## src/rtl/sd_crc_pkg.sv

```systemverilog
// +----------------------------------------------------------------------------+
// | Module  : sd_crc_pkg                                                       |
// | Brief   : Shared types, constants and CRC16 step function for SD DAT CRC. |
// | Revision: 1.0  initial release                                             |
// +----------------------------------------------------------------------------+
`default_nettype none

package sd_crc_pkg;

  typedef enum logic [1:0] {
    IDLE = 2'd0,
    DATA = 2'd1,
    CRC  = 2'd2,
    DONE = 2'd3
  } state_t;

  localparam logic [15:0] CRC16_POLY = 16'h1021;
  localparam logic [15:0] CRC16_INIT = 16'h0000;
  localparam logic        MODE_RX    = 1'b0;
  localparam logic        MODE_TX    = 1'b1;

  // One serial CRC16 step with the data bit folded into the feedback.
  function automatic logic [15:0] crc16_step(input logic [15:0] crc, input logic din);
    return {crc[14:0], 1'b0} ^ (((din ^ crc[15]) == 1'b1) ? CRC16_POLY : 16'h0000);
  endfunction

endpackage

`default_nettype wire

```

## src/rtl/crc16_lane.sv

```systemverilog
// +----------------------------------------------------------------------------+
// | Module  : crc16_lane                                                       |
// | Brief   : One serial CRC16 register: clear, data update or CRC shift-out. |
// | Revision: 1.0  initial release                                             |
// +----------------------------------------------------------------------------+
`default_nettype none

module crc16_lane
  import sd_crc_pkg::*;
(
  input  logic        clk,
  input  logic        reset_n,
  input  logic        clear,
  input  logic        update,
  input  logic        din,
  input  logic        shift,
  output logic [15:0] crc
);

  logic [15:0] r_crc;

  always_ff @(posedge clk or negedge reset_n) begin
    if (!reset_n) begin
      r_crc <= CRC16_INIT;
    end else if (clear) begin
      r_crc <= CRC16_INIT;
    end else if (update) begin
      r_crc <= crc16_step(r_crc, din);
    end else if (shift) begin
      r_crc <= {r_crc[14:0], 1'b0};
    end
  end

  assign crc = r_crc;

endmodule

`default_nettype wire

```

## src/rtl/sd_dat_crc16.sv

```systemverilog
// +----------------------------------------------------------------------------+
// | Module  : sd_dat_crc16                                                     |
// | Brief   : Multi-lane SD DAT CRC16 generator/checker; optional error count |
// |           output enabled by macro SD_CRC_ERRCNT_EN.                        |
// | Revision: 1.0  initial release                                             |
// +----------------------------------------------------------------------------+
`default_nettype none

module sd_dat_crc16
  import sd_crc_pkg::*;
#(
  parameter int LANES  = 4,
  parameter int BLEN_W = 12
) (
  input  logic                  clk,
  input  logic                  reset_n,
  input  logic                  start,
  input  logic                  mode,
  input  logic [BLEN_W-1:0]     blklen,
  input  logic                  abort,
  input  logic                  bit_en,
  input  logic [LANES-1:0]      din,
  output logic [LANES-1:0]      dout,
  output logic                  busy,
  output logic                  done,
  output logic                  crc_ok,
  output logic [LANES-1:0]      crc_err,
  output logic [16*LANES-1:0]   crc_val
`ifdef SD_CRC_ERRCNT_EN
  ,
  output logic [7:0]            err_cnt
`endif
);

  state_t                  r_state;
  state_t                  w_state_nxt;
  logic                    r_mode;
  logic [BLEN_W-1:0]       r_blklen;
  logic [BLEN_W-1:0]       r_cnt;
  logic [LANES-1:0][15:0]  w_lane_crc;
  logic [LANES-1:0][15:0]  w_upd_crc;
  logic [LANES-1:0][15:0]  r_crc_val;
  logic [LANES-1:0]        w_msb;
  logic [LANES-1:0]        r_crc_err;
  logic [LANES-1:0]        w_err_nxt;
  logic                    r_crc_ok;
  logic                    w_accept;
  logic                    w_upd;
  logic                    w_shift;
  logic                    w_data_last;
  logic                    w_crc_last;

  for (genvar n = 0; n < LANES; n++) begin : g_lane
    crc16_lane u_lane (
      .clk    (clk),
      .reset_n(reset_n),
      .clear  (w_accept),
      .update (w_upd),
      .din    (din[n]),
      .shift  (w_shift),
      .crc    (w_lane_crc[n])
    );
    assign w_msb[n]     = w_lane_crc[n][15];
    assign w_upd_crc[n] = crc16_step(w_lane_crc[n], din[n]);
  end

  // Abort gates every datapath strobe so it wins over START and BIT_EN.
  always_comb begin
    w_accept    = (r_state == IDLE) && start && (blklen != '0) && !abort;
    w_upd       = (r_state == DATA) && bit_en && !abort;
    w_shift     = (r_state == CRC) && bit_en && !abort;
    w_data_last = w_upd && (r_cnt == (r_blklen - BLEN_W'(1)));
    w_crc_last  = w_shift && (r_cnt == BLEN_W'(15));
    w_err_nxt   = r_crc_err;
    if (w_shift && (r_mode == MODE_RX)) begin
      w_err_nxt = r_crc_err | (din ^ w_msb);
    end
  end

  always_comb begin
    w_state_nxt = r_state;
    if (abort) begin
      w_state_nxt = IDLE;
    end else begin
      case (r_state)
        IDLE:    if (w_accept)    w_state_nxt = DATA;
        DATA:    if (w_data_last) w_state_nxt = CRC;
        CRC:     if (w_crc_last)  w_state_nxt = DONE;
        DONE:                     w_state_nxt = IDLE;
        default:                  w_state_nxt = IDLE;
      endcase
    end
  end

  always_ff @(posedge clk or negedge reset_n) begin
    if (!reset_n) begin
      r_state <= IDLE;
    end else begin
      r_state <= w_state_nxt;
    end
  end

  always_ff @(posedge clk or negedge reset_n) begin
    if (!reset_n) begin
      r_mode    <= MODE_RX;
      r_blklen  <= '0;
      r_cnt     <= '0;
      r_crc_val <= '0;
      r_crc_err <= '0;
      r_crc_ok  <= 1'b0;
    end else if (abort) begin
      r_crc_err <= '0;
      r_crc_ok  <= 1'b0;
    end else begin
      if (w_accept) begin
        r_mode    <= mode;
        r_blklen  <= blklen;
        r_cnt     <= '0;
        r_crc_err <= '0;
        r_crc_ok  <= 1'b0;
      end
      if (w_upd) begin
        r_cnt <= w_data_last ? '0 : r_cnt + BLEN_W'(1);
        if (w_data_last) begin
          r_crc_val <= w_upd_crc;
        end
      end
      if (w_shift) begin
        r_cnt     <= r_cnt + BLEN_W'(1);
        r_crc_err <= w_err_nxt;
      end
      // Result is registered on entry to DONE so it is valid alongside the pulse.
      if (w_crc_last) begin
        r_crc_ok <= r_mode | ~|w_err_nxt;
      end
    end
  end

`ifdef SD_CRC_ERRCNT_EN
  logic [7:0] r_err_cnt;

  always_ff @(posedge clk or negedge reset_n) begin
    if (!reset_n) begin
      r_err_cnt <= 8'd0;
    end else if (!abort && w_crc_last && (r_mode == MODE_RX) && (|w_err_nxt)
                 && (r_err_cnt != 8'hFF)) begin
      r_err_cnt <= r_err_cnt + 8'd1;
    end
  end

  assign err_cnt = r_err_cnt;
`endif

  always_comb begin
    dout = '1;
    if (r_mode == MODE_TX) begin
      case (r_state)
        DATA:    dout = din;
        CRC:     dout = w_msb;
        default: dout = '1;
      endcase
    end
  end

  assign busy    = (r_state != IDLE);
  assign done    = (r_state == DONE);
  assign crc_ok  = r_crc_ok;
  assign crc_err = r_crc_err;
  assign crc_val = r_crc_val;

endmodule

`default_nettype wire

```

## config.mk

```make
export PLATFORM = sky130hd
export DESIGN_NAME = sd_dat_crc16
export DESIGN_NICKNAME = d
export VERILOG_FILES = /design/src/rtl/sd_crc_pkg.sv /design/src/rtl/crc16_lane.sv /design/src/rtl/sd_dat_crc16.sv
export SDC_FILE = /design/constraint.sdc
export NUM_CORES = 1
export LEC_CHECK = 0
export BUFFER_PORTS_ARGS = -buffer_cell sky130_fd_sc_hd__clkbuf_2
export CORE_ASPECT_RATIO = 0.5
export CORE_MARGIN = 1.5
export CORE_UTILIZATION = 30
export CTS_BUF_LIST = sky130_fd_sc_hd__clkbuf_8 sky130_fd_sc_hd__clkbuf_16
export DETAILED_ROUTE_END_ITERATION = 10
export HOLD_SLACK_MARGIN = 0.1
export PLACE_DENSITY = 0.53
export SLEW_MARGIN = 10
export SYNTH_ARGS = -nofsm -noshare
export SYNTH_HDL_FRONTEND = slang
export SYNTH_SLANG_ARGS = --single-unit
```

## constraint.sdc

```tcl
create_clock -name clk -period 3 [get_ports clk]
set_input_delay 0.6 -clock clk [delete_from_list [all_inputs] [get_ports clk]]
set_output_delay 0.6 -clock clk [all_outputs]
set_load 0.01 [all_outputs]
```

After elaboration in Yosys (flattened, before gate mapping)
Index checks and enable logic that the tools add are counted.

Memories: 0. Bits in writable memories: 0. Register bits: 160. Input port bits: 22. Latch bits: 0. ROM bits: 0. Output and inout port bits: 75. Word-level logic and storage cells: 94.

Div/mod/pow operators: 0. Bitwise gates (word level): 13. Shifts and indexed selects: 0. Magnitude comparators: 0. Muxes and demuxes: 34. Multipliers: 0. Equality and inequality tests: 8. Reductions and logical operators: 23. Add/subtract/negate cells: 2.

Operators by type and width (number): 16-bit two-way mux (12); 13-bit two-way mux (4); 12-bit two-way mux (4); 16-bit XOR (3); 4-bit two-way mux (5); 16-bit by 13-bit XOR with 16-bit output (1); 12-bit by 1-bit adder with 12-bit output, second input constant (1); 12-bit equality test (1); 12-bit by 4-bit equality test with 1-bit output, second input constant (1); 12-bit nonzero test (1); 12-bit by 1-bit subtractor with 12-bit output, second input constant (1); 1-bit logical AND (10); 3-bit nonzero test (3); 2-bit two-way mux (4); 2-bit one-hot mux with 4 select lines (1); 4-bit one-hot mux with 2 select lines (1); 3-bit inequality test, second input constant (2); 3-bit AND reduction (2); 2-bit equality test, second input constant (2); 4-bit OR (1); 2-bit AND reduction (2); 4-bit OR reduction (1); 1-bit XOR (4); 4-bit XOR (1); 8 further kinds (12).

Depth between registers and ports, before layout
Word-level depth: 10. Gate-level depth with buffers: 11. Mapped depth without buffers: 9.

Modules after synthesis
From an unflattened synthesis, not the netlist that was laid out.

Cell total of the unflattened synthesis: 656. Area total of the unflattened synthesis: 7280.7 um2.

Modules (own cells, without submodules): sd_dat_crc16 (seq. area each 2402.3 um2, area each 4548.1 um2, cells each 376, instances 1); crc16_lane (seq. area each 400.4 um2, area each 683.2 um2, cells each 70, instances 4).

Least setup slack after synthesis
Ideal clock, no wire load.

Path kind: register -> register. Start point: reg r_blklen[0]. End point: reg r_crc_val, in the netlist crc_val[14]. Setup slack: -0.102 ns. Setup time: 0.125 ns. Period minus slack after synthesis: 3.102 ns. Arrival time: 2.977 ns. Required time: 2.875 ns. Path buffers: 3. Stages on the path, launching flop included: 12. Path through: dfrtp_1 inv_1 ha_1 or4b_4 or4_1 o311ai_1 nor2_1 or4b_4 buf_6 buf_8 buf_12 mux2_4.

Longest elaborated chain between the ends: 4.

Ends and longest elaborated chain: start, declared (RTL line sd_dat_crc16.sv:38) `logic [BLEN_W-1:0] r_blklen;`; start signal, assigned (RTL line sd_dat_crc16.sv:117) `r_blklen <= blklen;`; 12-bit by 1-bit subtractor with 12-bit output (RTL line sd_dat_crc16.sv:72) `w_data_last = w_upd && (r_cnt == (r_blklen - BLEN_W'(1)));`; 12-bit equality test (RTL line sd_dat_crc16.sv:72); 1-bit logical AND (RTL line sd_dat_crc16.sv:72); 3-bit AND reduction (no source line); end signal, assigned (RTL line sd_dat_crc16.sv:125) `r_crc_val <= w_upd_crc;`; end, declared (RTL line sd_dat_crc16.sv:42) `logic [LANES-1:0][15:0] r_crc_val;`.

Every way passes these cells. A chain may end at the register's enable or synchronous reset.

Final worst setup path
Start point: reg r_state[1]. End point: reg r_state[0].

Longest elaborated chain between the ends: 6. Elaborated cells on any way between the ends: 19. Classes of those cells: eq/ne (6); mux (2); reduce/logical (11).

Ends and longest elaborated chain: start, declared (RTL line sd_dat_crc16.sv:35) `state_t r_state;`; start signal, assigned (RTL line sd_dat_crc16.sv:99) `r_state <= w_state_nxt;`; 2-bit equality test (tied with other cells) (RTL line sd_dat_crc16.sv:71, sd_dat_crc16.sv:85); 1-bit logical AND, on equally long branches (2 in series) (RTL line sd_dat_crc16.sv:71, sd_dat_crc16.sv:69, sd_dat_crc16.sv:70); 1-bit logical AND, on equally long branches (RTL line sd_dat_crc16.sv:73, sd_dat_crc16.sv:69, sd_dat_crc16.sv:72); 3-bit inequality test (no source line) or 3-bit by 2-bit inequality test with 1-bit output (tied branches); 3-bit AND reduction (no source line).

Parallel ways exist; a longest one is shown, timed or not.

==> metrics.txt <==
HPWL after detailed placement 11500 um; first-pass GRT wire length 28000 um; number of library cell types mapped by synthesis 55; area share of the largest cell type after synthesis 54.6%; Clock Power Share 33.4%; syn_area_per_cell 10.9 um^2; critical-path cell list inv_2 -> ha_4 -> and3b_2 -> nand3_1 -> or4_4 -> or4b_1 -> or3_4 -> buf_4 -> a31oi_2 -> o21bai_1; global placer's final weighted congestion 0.823; status finished clean; core region area 24000 um^2; number of remaining DRC errors 0; master of the slowest instance on the critical path or4b_1; Hold Path Class in -> async; slew margin rel. 45.9%; CTS Buffer Depth 2; initial core utilization 30.6%; I/O Pins 97; number of warnings issued by yosys 0; storage element area 4000 um^2; arrival time of data at the critical path endpoint 3.27 ns; overall global routing resource usage 13.9%; leading cell type in the layout, fill and taps excluded dfrtp_1; final core utilization 37.6%; sink count of the clock tree 160; total of flip-flops plus latches after synthesis 160; xor/xnor cell area share of the yosys netlist 4.06%; detailed-route vias per instance 4.81; post-route standard cell area excluding fillers 9010 um^2; setup TNS 0 ns; instance count on the critical path 10; share of final-layout standard cells stronger than drive strength 1 32.4%; number of cells on the worst reg-to-reg path 10; post-route insts no fill 1111; worst-case vdd ir drop 0.379 mV; proportion of power drawn by flip-flops and latches 43.1%; die width 224 um; Clock Tree Root clkbuf_16; number of H-tree levels 4; total CTS buffers 17; Total Die Area 25400 um^2; Setup crit start kind flop; worst hold margin 0.216 ns; switching power 2.02 mW; Final Hold Fails 0; multiplexer area fraction after synthesis 11.9%; buffers added on ports 96; area growth from synthesis to layout 22.9%; sequential fraction of the synthesis area 54.6%; largest family of logic cells by synthesized area simple AND/OR/NAND/NOR gates; post-layout power 6.19 mW; count of TritonRoute iterations in the first routing pass 5; pin count of the biggest net entering global routing 77; Top FF cell, synth dfrtp_1; Combinational Power Share 23.5%; total power density per cell area 687 nW/um^2; Critical Path Sink Type flop; fraction of the cycle the final worst path needs 99.1%; min Tclk post-route 2.97 ns; antenna violation net count after detailed routing 0; Worst-Margin Slew 0.806 ns; Synth Area in Simple Gates 14.9%; maximum cell stage delay along the critical path 0.52 ns; initial DRC count 308; antenna violations before repair 0; Post-synth EDFFs 0; switching part of the total power 32.7%; commonest cells after routing, fill and taps aside dfrtp_1 (160), nand2_1 (127), clkbuf_2 (95); final setup violation count 0; setup repair after global routing missed its margin yes; routed length per placed instance 15.5 um; Leak Pwr 4.28 nW; total of fill cells in the finished design 2377; TritonCTS clock tree yes; Mapped Area 7330 um^2; overall overflow remaining after global route 0; placed instance area 8320 um^2; fraction of registers with async set or reset after synthesis 100%; placement row count 40; compound-gate portion of the synthesized area 9.66%; Fin Clk Skew 0.0120 ns; vias post-DR 5342; Post-Synth Adder-Cell Area 1.19%; worst setup slack after placement -0.138 ns; clock insertion delay at the later pin of the skew report 0.43 ns; number of antenna diodes 0; worst path setup slack after routing 0.0270 ns; cell internal power dissipation 4.17 mW; Mapped Nets 702; total length of routed wires 17200 um; Worst Path Required 3.30 ns; Final #Nets 812; max-slew violations 0; placed insts 1076; family with the most delay on the worst path simple AND/OR/NAND/NOR gates; clock slew at reported path FFs 0.06 ns; number of hold-repair buffers added at the cts stage 0; number of buffer and inverter instances along the worst setup path 2; chip height 114 um; Critical Setup Path Class reg -> reg; leading post-synthesis cells by cell area dfrtp_1 (55%), nand2_1 (6.5%), mux2_4 (6.1%), mux2_2 (5.5%), a21oi_1 (4.0%); via count of the first global-routing pass 5216; cell type with the highest aggregate area in the netlist dfrtp_1; post-synthesis cell count 673; number of max-cap violations 0; Peak Freq 336 MHz; Multi-input gate area 3190 um^2; worst-path fanout max 6
## worst paths after layout
path                                               from                             endpoint  slack (ns)
worst max-delay path             r_state[1]$_DFFE_PN0P_               r_state[0]$_DFFE_PN0P_        0.03
worst min-delay path                            reset_n                   crc_ok$_DFFE_PN0P_        0.22
worst max register to register   r_state[1]$_DFFE_PN0P_               r_state[0]$_DFFE_PN0P_        0.03
worst min register to register  crc_val[44]$_DFFE_PN0P_              crc_val[44]$_DFFE_PN0P_        0.48
max in group asynchronous                       reset_n  g_lane[1].u_lane.crc[3]$_DFFE_PN0N_        2.00
min in group clk                                   mode                   r_mode$_DFFE_PN0P_        0.41
## registers in the layout, indices dropped and copies added, names as in the netlist
signal,count
crc_err,4
crc_ok,1
crc_val,64
g_lane.u_lane.crc,64
r_blklen,12
r_cnt,12
r_mode,1
r_state,2
## repair_timing
item / 4_1_cts / 5_1_grt
setup endpoints to repair: 8 / 46
setup buffers: 0 / 3
endpoints found under the hold margin: 0 / 0
resized for setup: 1 / 21
pin swaps: 0 / 10
## cell usage after synthesis (all sizes together) (7+ instances only)
cell,count
mux2,66
ha,7
buf,11
xnor2,23
xor2,11
nand2,127
inv,9
nor4,7
dfrtp,160
and2,8
o21ai,22
nor3,9
a21oi,59
clkbuf,31
nor2,40
a211oi,9
nand3,9
## cell families (layout without fill, tap and decap cells)
logic type               after synthesis  after routing
adder cells (fa/ha/maj)                7              7
XOR/XNOR                              34             34
buffers and inverters                 51            174
multiplexers                          68             68
AO/OA/AOI/OAI                        117            117
AND/OR/NAND/NOR                      236            236
flip-flops                           160            160
## power groups by stage
stage	sequential [mW]	clock, mW	combinational [mW]
global route	2.71	2.22	1.63
detailed placement	2.70	0	1.37
floorplan	2.65	0	0.875
finish	2.67	2.07	1.45
CTS	2.66	2.12	1.38
global placement	2.70	0	1.34
## cell type report
type / count / area share, %
Sequential cell: 160 / 44.4
Multi-Input combinational cell: 462 / 35.4
Timing Repair Buffer: 133 / 9.22
Clock buffer: 18 / 4.87
Tap cell: 315 / 4.37
Clock inverter: 14 / 1.36
Inverter: 9 / 0.375
## layer usage
metal  routed length, um  GRT usage [%]  share of wire, %  vias to the layer above
met2                8490           23.3                49                       77
met3                 419           3.01               2.4                       17
li1                    -              -                 -                     2540
met4                 322           4.41               1.9                        0
met1                7980           18.0                46                     2708
met5                   0              0                 0                        -
Power figures use the tool's default switching activity.
